--- src/rtl/alu_seq.sv ---
// alu_seq: registered ALU with valid/ready handshakes on the operand and result
// channels. It executes AND/XOR/OR/ADD/SUB/SHL/SHR in one cycle and keeps one
// operation in flight at a time.
// Build option: define ALU_SEQ_MUL_EN to include the multi-cycle shift-add
// multiplier. When the macro is undefined, opcode 101 completes in one cycle
// with a zero result and err=1.
module alu_seq #(
  parameter int WIDTH = 8,
  parameter int SHW   = $clog2(WIDTH)
) (
  input  logic             clk,
  input  logic             rst,
  input  logic             in_valid,
  output logic             in_ready,
  input  logic [2:0]       opcode,
  input  logic [WIDTH-1:0] a,
  input  logic [WIDTH-1:0] b,
  output logic             out_valid,
  input  logic             out_ready,
  output logic [WIDTH-1:0] out,
  output logic [WIDTH-1:0] out_hi,
  output logic             flag_z,
  output logic             flag_c,
  output logic             flag_v,
  output logic             err
);

  localparam logic [2:0] OP_AND = 3'b000;
  localparam logic [2:0] OP_XOR = 3'b001;
  localparam logic [2:0] OP_OR  = 3'b010;
  localparam logic [2:0] OP_ADD = 3'b011;
  localparam logic [2:0] OP_SUB = 3'b100;
  localparam logic [2:0] OP_MUL = 3'b101;
  localparam logic [2:0] OP_SHL = 3'b110;
  localparam logic [2:0] OP_SHR = 3'b111;

  typedef enum logic [1:0] {
    IDLE     = 2'b00,
    MUL_BUSY = 2'b01,
    DONE     = 2'b10
  } state_t;

  state_t state_r;

  // Single-cycle datapath results
  logic [WIDTH-1:0] res_s;
  logic             z_s;
  logic             c_s;
  logic             v_s;
  logic             err_s;
  logic             is_mul_s;
  logic [SHW-1:0]   amt_s;
  logic [WIDTH:0]   sum_s;
  logic [WIDTH:0]   diff_s;
  logic [WIDTH:0]   shl_s;
  logic [WIDTH:0]   shr_s;

  // Single-cycle ALU: the extra bit of each WIDTH+1 result carries
  // the carry, borrow or shifted-out bit.
  always_comb begin
    amt_s  = b[SHW-1:0];
    sum_s  = {1'b0, a} + {1'b0, b};
    diff_s = {1'b0, a} - {1'b0, b};
    // SHL: the bit shifted out last lands in position WIDTH
    shl_s  = {1'b0, a} << amt_s;
    // SHR: the bit shifted out last lands in position 0
    shr_s  = {a, 1'b0} >> amt_s;
    res_s  = {WIDTH{1'b0}};
    c_s    = 1'b0;
    v_s    = 1'b0;
    err_s  = 1'b0;
    case (opcode)
      OP_AND: res_s = a & b;
      OP_XOR: res_s = a ^ b;
      OP_OR:  res_s = a | b;
      OP_ADD: begin
        res_s = sum_s[WIDTH-1:0];
        c_s   = sum_s[WIDTH];
        // Same-sign operands whose sum has the other sign
        v_s   = (a[WIDTH-1] == b[WIDTH-1]) && (sum_s[WIDTH-1] != a[WIDTH-1]);
      end
      OP_SUB: begin
        res_s = diff_s[WIDTH-1:0];
        c_s   = diff_s[WIDTH];
        // Different-sign operands whose difference has b's sign
        v_s   = (a[WIDTH-1] != b[WIDTH-1]) && (diff_s[WIDTH-1] != a[WIDTH-1]);
      end
      OP_SHL: begin
        res_s = shl_s[WIDTH-1:0];
        c_s   = shl_s[WIDTH];
      end
      OP_SHR: begin
        res_s = shr_s[WIDTH:1];
        c_s   = shr_s[0];
      end
      OP_MUL: begin
`ifdef ALU_SEQ_MUL_EN
        err_s = 1'b0;
`else
        err_s = 1'b1;
`endif
      end
      default: begin
        res_s = {WIDTH{1'b0}};
        c_s   = 1'b0;
        v_s   = 1'b0;
        err_s = 1'b0;
      end
    endcase
    // An unsupported op reports all flags clear, including zero
    z_s = ~err_s & (res_s == {WIDTH{1'b0}});
  end

  // Routes an accepted MUL to the multiplier only when it is built in
  always_comb begin
`ifdef ALU_SEQ_MUL_EN
    is_mul_s = (opcode == OP_MUL);
`else
    is_mul_s = 1'b0;
`endif
  end

`ifdef ALU_SEQ_MUL_EN
  localparam int CW = $clog2(WIDTH + 1);

  logic [2*WIDTH-1:0] mcand_r;
  logic [2*WIDTH-1:0] acc_r;
  logic [2*WIDTH-1:0] acc_next_s;
  logic [WIDTH-1:0]   mplier_r;
  logic [CW-1:0]      cnt_r;

  // One shift-add step: add the shifted multiplicand when the current multiplier LSB is set
  always_comb begin
    if (mplier_r[0]) begin
      acc_next_s = acc_r + mcand_r;
    end else begin
      acc_next_s = acc_r;
    end
  end

  // Multiplier registers: load on MUL accept, step once per MUL_BUSY cycle
  always_ff @(posedge clk) begin
    if (rst) begin
      mcand_r  <= {(2*WIDTH){1'b0}};
      acc_r    <= {(2*WIDTH){1'b0}};
      mplier_r <= {WIDTH{1'b0}};
      cnt_r    <= {CW{1'b0}};
    end else if (state_r == IDLE && in_valid && in_ready && is_mul_s) begin
      mcand_r  <= {{WIDTH{1'b0}}, a};
      acc_r    <= {(2*WIDTH){1'b0}};
      mplier_r <= b;
      cnt_r    <= {CW{1'b0}};
    end else if (state_r == MUL_BUSY) begin
      acc_r    <= acc_next_s;
      mcand_r  <= mcand_r << 1;
      mplier_r <= mplier_r >> 1;
      cnt_r    <= cnt_r + CW'(1);
    end else begin
      mcand_r  <= mcand_r;
      acc_r    <= acc_r;
      mplier_r <= mplier_r;
      cnt_r    <= cnt_r;
    end
  end
`endif

  // Control FSM with registered handshake and result outputs
  always_ff @(posedge clk) begin
    if (rst) begin
      state_r   <= IDLE;
      in_ready  <= 1'b1;
      out_valid <= 1'b0;
      out       <= {WIDTH{1'b0}};
      out_hi    <= {WIDTH{1'b0}};
      flag_z    <= 1'b0;
      flag_c    <= 1'b0;
      flag_v    <= 1'b0;
      err       <= 1'b0;
    end else begin
      case (state_r)
        IDLE: begin
          if (in_valid && in_ready) begin
            in_ready <= 1'b0;
            if (is_mul_s) begin
              state_r <= MUL_BUSY;
            end else begin
              out       <= res_s;
              out_hi    <= {WIDTH{1'b0}};
              flag_z    <= z_s;
              flag_c    <= c_s;
              flag_v    <= v_s;
              err       <= err_s;
              out_valid <= 1'b1;
              state_r   <= DONE;
            end
          end
        end
`ifdef ALU_SEQ_MUL_EN
        MUL_BUSY: begin
          // The last step's sum is registered directly so the result
          // appears WIDTH+1 cycles after the accept
          if (cnt_r == CW'(WIDTH - 1)) begin
            out       <= acc_next_s[WIDTH-1:0];
            out_hi    <= acc_next_s[2*WIDTH-1:WIDTH];
            flag_z    <= (acc_next_s == {(2*WIDTH){1'b0}});
            flag_c    <= |acc_next_s[2*WIDTH-1:WIDTH];
            flag_v    <= 1'b0;
            err       <= 1'b0;
            out_valid <= 1'b1;
            state_r   <= DONE;
          end
        end
`endif
        DONE: begin
          // Hold the result until the consumer takes it; accepts reopen next cycle
          if (out_ready) begin
            out_valid <= 1'b0;
            err       <= 1'b0;
            in_ready  <= 1'b1;
            state_r   <= IDLE;
          end
        end
        default: begin
          state_r   <= IDLE;
          in_ready  <= 1'b1;
          out_valid <= 1'b0;
          err       <= 1'b0;
        end
      endcase
    end
  end

endmodule

--- config.mk ---
export PLATFORM = sky130hd
export DESIGN_NAME = alu_seq
export DESIGN_NICKNAME = d
export VERILOG_FILES = /design/src/rtl/alu_seq.sv
export SDC_FILE = /design/constraint.sdc
export NUM_CORES = 1
export LEC_CHECK = 0
export BUFFER_PORTS_ARGS = -buffer_cell sky130_fd_sc_hd__buf_4
export CORE_MARGIN = 2
export CORE_UTILIZATION = 60
export DETAILED_ROUTE_END_ITERATION = 16
export GPL_ROUTABILITY_DRIVEN = 1
export PLACE_DENSITY_LB_ADDON = 0.25
export SLEW_MARGIN = 20
export SYNTH_ARGS = -nofsm -noshare
export SYNTH_HDL_FRONTEND = slang
export SYNTH_SLANG_ARGS = --single-unit
--- constraint.sdc ---
create_clock -name clk -period 7.15 [get_ports clk]
set_input_delay 1.0725 -clock clk [delete_from_list [all_inputs] [get_ports clk]]
set_output_delay 1.0725 -clock clk [all_outputs]
set_load 0.02 [all_outputs]
==> impl_metrics.sql <==
INSERT INTO impl_metrics (metric_group, metric, value, unit) VALUES
('clock_tree', 'tritoncts_clock_tree', 'yes', ''),
('global_route', 'largest_net_degree_at_the_start_of_global_routing', '30', ''),
('power_and_ir_drop', 'peakVddDrop', '0.0480', 'mV'),
('power_and_ir_drop', 'power_density', '128', 'nW/um^2'),
('logic_synthesis', 'ys_seq_area_frac', '0.121', ''),
('global_route', 'antenna_violations_before_repair', '0', ''),
('detailed_routing', 'detail_route.vias_per_cell', '6.26', ''),
('placed_design', 'dpl_worst_slack', '3.49', 'ns'),
('worst_setup_path', 'critical_path.max_stage_delay', '0.75', 'ns'),
('worst_setup_path', 'critical_r2r_capture', 'flag_z', ''),
('sta', 'max_clock_freq', '0.287', 'GHz'),
('logic_synthesis', 'netlist_area_before_placement', '2320', 'um^2'),
('global_route', 'number_of_global_route_vias_before_repair', '2123', ''),
('logic_synthesis', 'synth_warnings', '0', ''),
('detailed_routing', 'antenna_violating_nets_post_route', '0', ''),
('logic_synthesis', 'avgSynthCellArea', '7.65', 'um^2'),
('floorplan', 'design.core.area', '3690', 'um^2'),
('clock_tree', 'clk_latency', '0.25', 'ns'),
('worst_setup_path', 'setup.worst_path.start_class', 'input port', ''),
('sta', 'timing.final.crit_period', '3.48', 'ns'),
('floorplan', 'floorplan.initialDensity', '0.628', ''),
('sta', 'skew', '0.00148', 'ns'),
('floorplan', 'fp.dieH', '66.1', 'um'),
('worst_setup_path', 'cp.arrival', '3.62', 'ns'),
('detailed_routing', 'avgRoutedWirePerCell', '17.1', 'um'),
('finish', 'antenna_cells_inserted', '0', ''),
('logic_synthesis', 'synthDominantCellAreaShare', '0.135', ''),
('clock_tree', 'path_clk_slew', '0.06', 'ns'),
('power_and_ir_drop', 'p_leak', '1.17', 'nW'),
('worst_setup_path', 'critical_path.most_common_cell', 'sky130_fd_sc_hd__a21oi_1', ''),
('detailed_routing', 'vias', '2328', ''),
('detailed_routing', 'first_iteration_detailed_routing_drc_count', '196', ''),
('logic_synthesis', 'post_synth_arst_share', '0', ''),
('sta', 'rsz0062_at_grt', 'false', ''),
('worst_setup_path', 'timing.critical_path.required', '7.29', 'ns'),
('sta', 'report.final.slew_viol_count', '0', ''),
('logic_synthesis', 'synth_top_cell_by_area', 'sky130_fd_sc_hd__ha_1', ''),
('detailed_routing', 'drt_pre_antenna_iters', '5', ''),
('worst_setup_path', 'path_max_fanout', '22', ''),
('worst_setup_path', 'worstRegToRegCells', '7', ''),
('logic_synthesis', 'synthTopCellsByCount', '28 x sky130_fd_sc_hd__inv_1, 25 x sky130_fd_sc_hd__ha_1, 23 x sky130_fd_sc_hd__nor2_1', ''),
('detailed_routing', 'drc', '0', ''),
('global_route', 'gr_usage_total', '0.305', ''),
('sta', 'setup_viol', '0', ''),
('logic_synthesis', 'yosys_register_bits', '14', ''),
('worst_setup_path', 'r2r-start', 'in_ready', ''),
('floorplan', 'top_level_ports', '45', ''),
('worst_hold_path', 'worst_hold_path_type', 'reg -> reg', ''),
('clock_tree', 'htree_levels', '1', ''),
('clock_tree', 'clock_sinks', '14', ''),
('sta', 'final_hold_violations', '0', ''),
('finish', 'design.final.nets', '375', ''),
('clock_tree', 'clock_tree_root_driver_cell', 'sky130_fd_sc_hd__clkbuf_8', ''),
('sta', 'final_layout_worst_hold_slack', '0.468', 'ns'),
('clock_tree', 'resized_cells_post_cts', '0', ''),
('logic_synthesis', 'synth_area_leaders', 'sky130_fd_sc_hd__ha_1 13%, sky130_fd_sc_hd__dfxtp_1 12%, sky130_fd_sc_hd__mux4_2 5.8%, sky130_fd_sc_hd__mux2i_1 5.2%, sky130_fd_sc_hd__a21oi_1 4.8%', ''),
('detailed_routing', 'totalWireLength', '6.35', 'mm'),
('logic_synthesis', 'cells_after_synthesis', '303', ''),
('worst_setup_path', 'critical_path_class', 'in -> reg', ''),
('logic_synthesis', 'ys_dominant_reg_cell', 'sky130_fd_sc_hd__dfxtp_1', ''),
('placed_design', 'place.detailed.hpwl', '5.04', 'mm'),
('worst_setup_path', 'worst_setup_path_end_kind', 'flop', ''),
('worst_setup_path', 'worst_path_max_delay_cell', 'sky130_fd_sc_hd__a2111oi_0', ''),
('global_route', 'globalRouteOverflowTotal', '0', ''),
('floorplan', 'die_w', '66.1', 'um'),
('floorplan', 'placement_rows', '22', ''),
('sta', 'finalSetupTns', '0', 'ns'),
('status', 'status', 'complete, no violations', ''),
('global_route', 'grt_pass1_wl', '10.2', 'mm'),
('sta', 'tightestPinTransition', '0.886', 'ns'),
('sta', 'worst_slack', '3.67', 'ns');
routing by layer:
metal  wire (um)  vias up  GRT usage  share of wire
met5           0        -          0              0
met4         138        0      0.133          0.022
met3         506       11     0.0307          0.080
met2        2920      118      0.488           0.46
met1        2780     1063      0.413           0.44
li1            -     1136          -              -
state kept, by name, indices dropped and copies added (netlist names):
name and count:
flag_z 1, out 8, out_valid 1, flag_c 1
err 1, in_ready 1, flag_v 1
logic make-up (layout without fill, tap and decap cells):
kind of cell	after synthesis	after routing	synth area share
AO/OA/AOI/OAI	97	97	0.295
XOR/XNOR	2	2	0.00756
adder cells (fa/ha/maj)	27	27	0.152
buffers and inverters	54	68	0.110
flip-flops	14	14	0.121
multiplexers	19	19	0.115
other	1	8	0.00162
AND/OR/NAND/NOR	89	89	0.198
final cells by class:
type / instances / area, um^2
multi-input combinational: 242 / 1810
fill: 343 / 1110
sequential: 14 / 280
timing repair buffer: 36 / 270
inverter: 28 / 105
tap: 48 / 60.1
clock buffer: 4 / 55.1
worst max-delay path: cells and delay by family:
| family | cells | cell delay, ns |
|---|---|---|
| AO/OA/AOI/OAI | 5 | 1.39 |
| adder cells (fa/ha/maj) | 2 | 0.64 |
| buffers and inverters | 2 | 0.31 |
| AND/OR/NAND/NOR | 1 | 0.20 |
worst min-delay path by stage:
stage,start,to,cells past startpoint
after global routing,out[6],out[6],2
after CTS,out[6],out[6],2
after global placement,flag_v,flag_v,2
after floorplan,flag_v,flag_v,2
final,out[6],out[6],2
after detailed placement,out[6],out[6],2
stage by stage:
stage	instances	utilization	power [mW]	cell area, um^2
floorplan	310	-	0.206	2340
global route	372	0.699	0.352	2580
global placement	368	0.685	0.251	2520
CTS	372	0.699	0.330	2580
detailed placement	368	0.685	0.253	2520
finish	372	0.699	0.330	2580
report_power, final:
part,internal (mW),switching [mW]
clock network,0.0488,0.0272
registers,0.0850,0.00389
logic,0.0668,0.0988
total,0.201,0.130
layout by cell type (no fill, tap or decap), types with 6 or more instances in the layout:
cell	n
sky130_fd_sc_hd__a211oi_1	10
sky130_fd_sc_hd__a21oi_1	22
sky130_fd_sc_hd__buf_4	36
sky130_fd_sc_hd__conb_1	8
sky130_fd_sc_hd__dfxtp_1	14
sky130_fd_sc_hd__ha_1	25
sky130_fd_sc_hd__inv_1	28
sky130_fd_sc_hd__mux2i_1	12
sky130_fd_sc_hd__mux4_2	6
sky130_fd_sc_hd__nand2_1	22
sky130_fd_sc_hd__nand2b_1	8
sky130_fd_sc_hd__nor2_1	23
sky130_fd_sc_hd__nor2b_1	7
sky130_fd_sc_hd__nor3_1	6
sky130_fd_sc_hd__o211ai_1	6
sky130_fd_sc_hd__o21ai_0	15
Power figures use the tool's default switching activity.
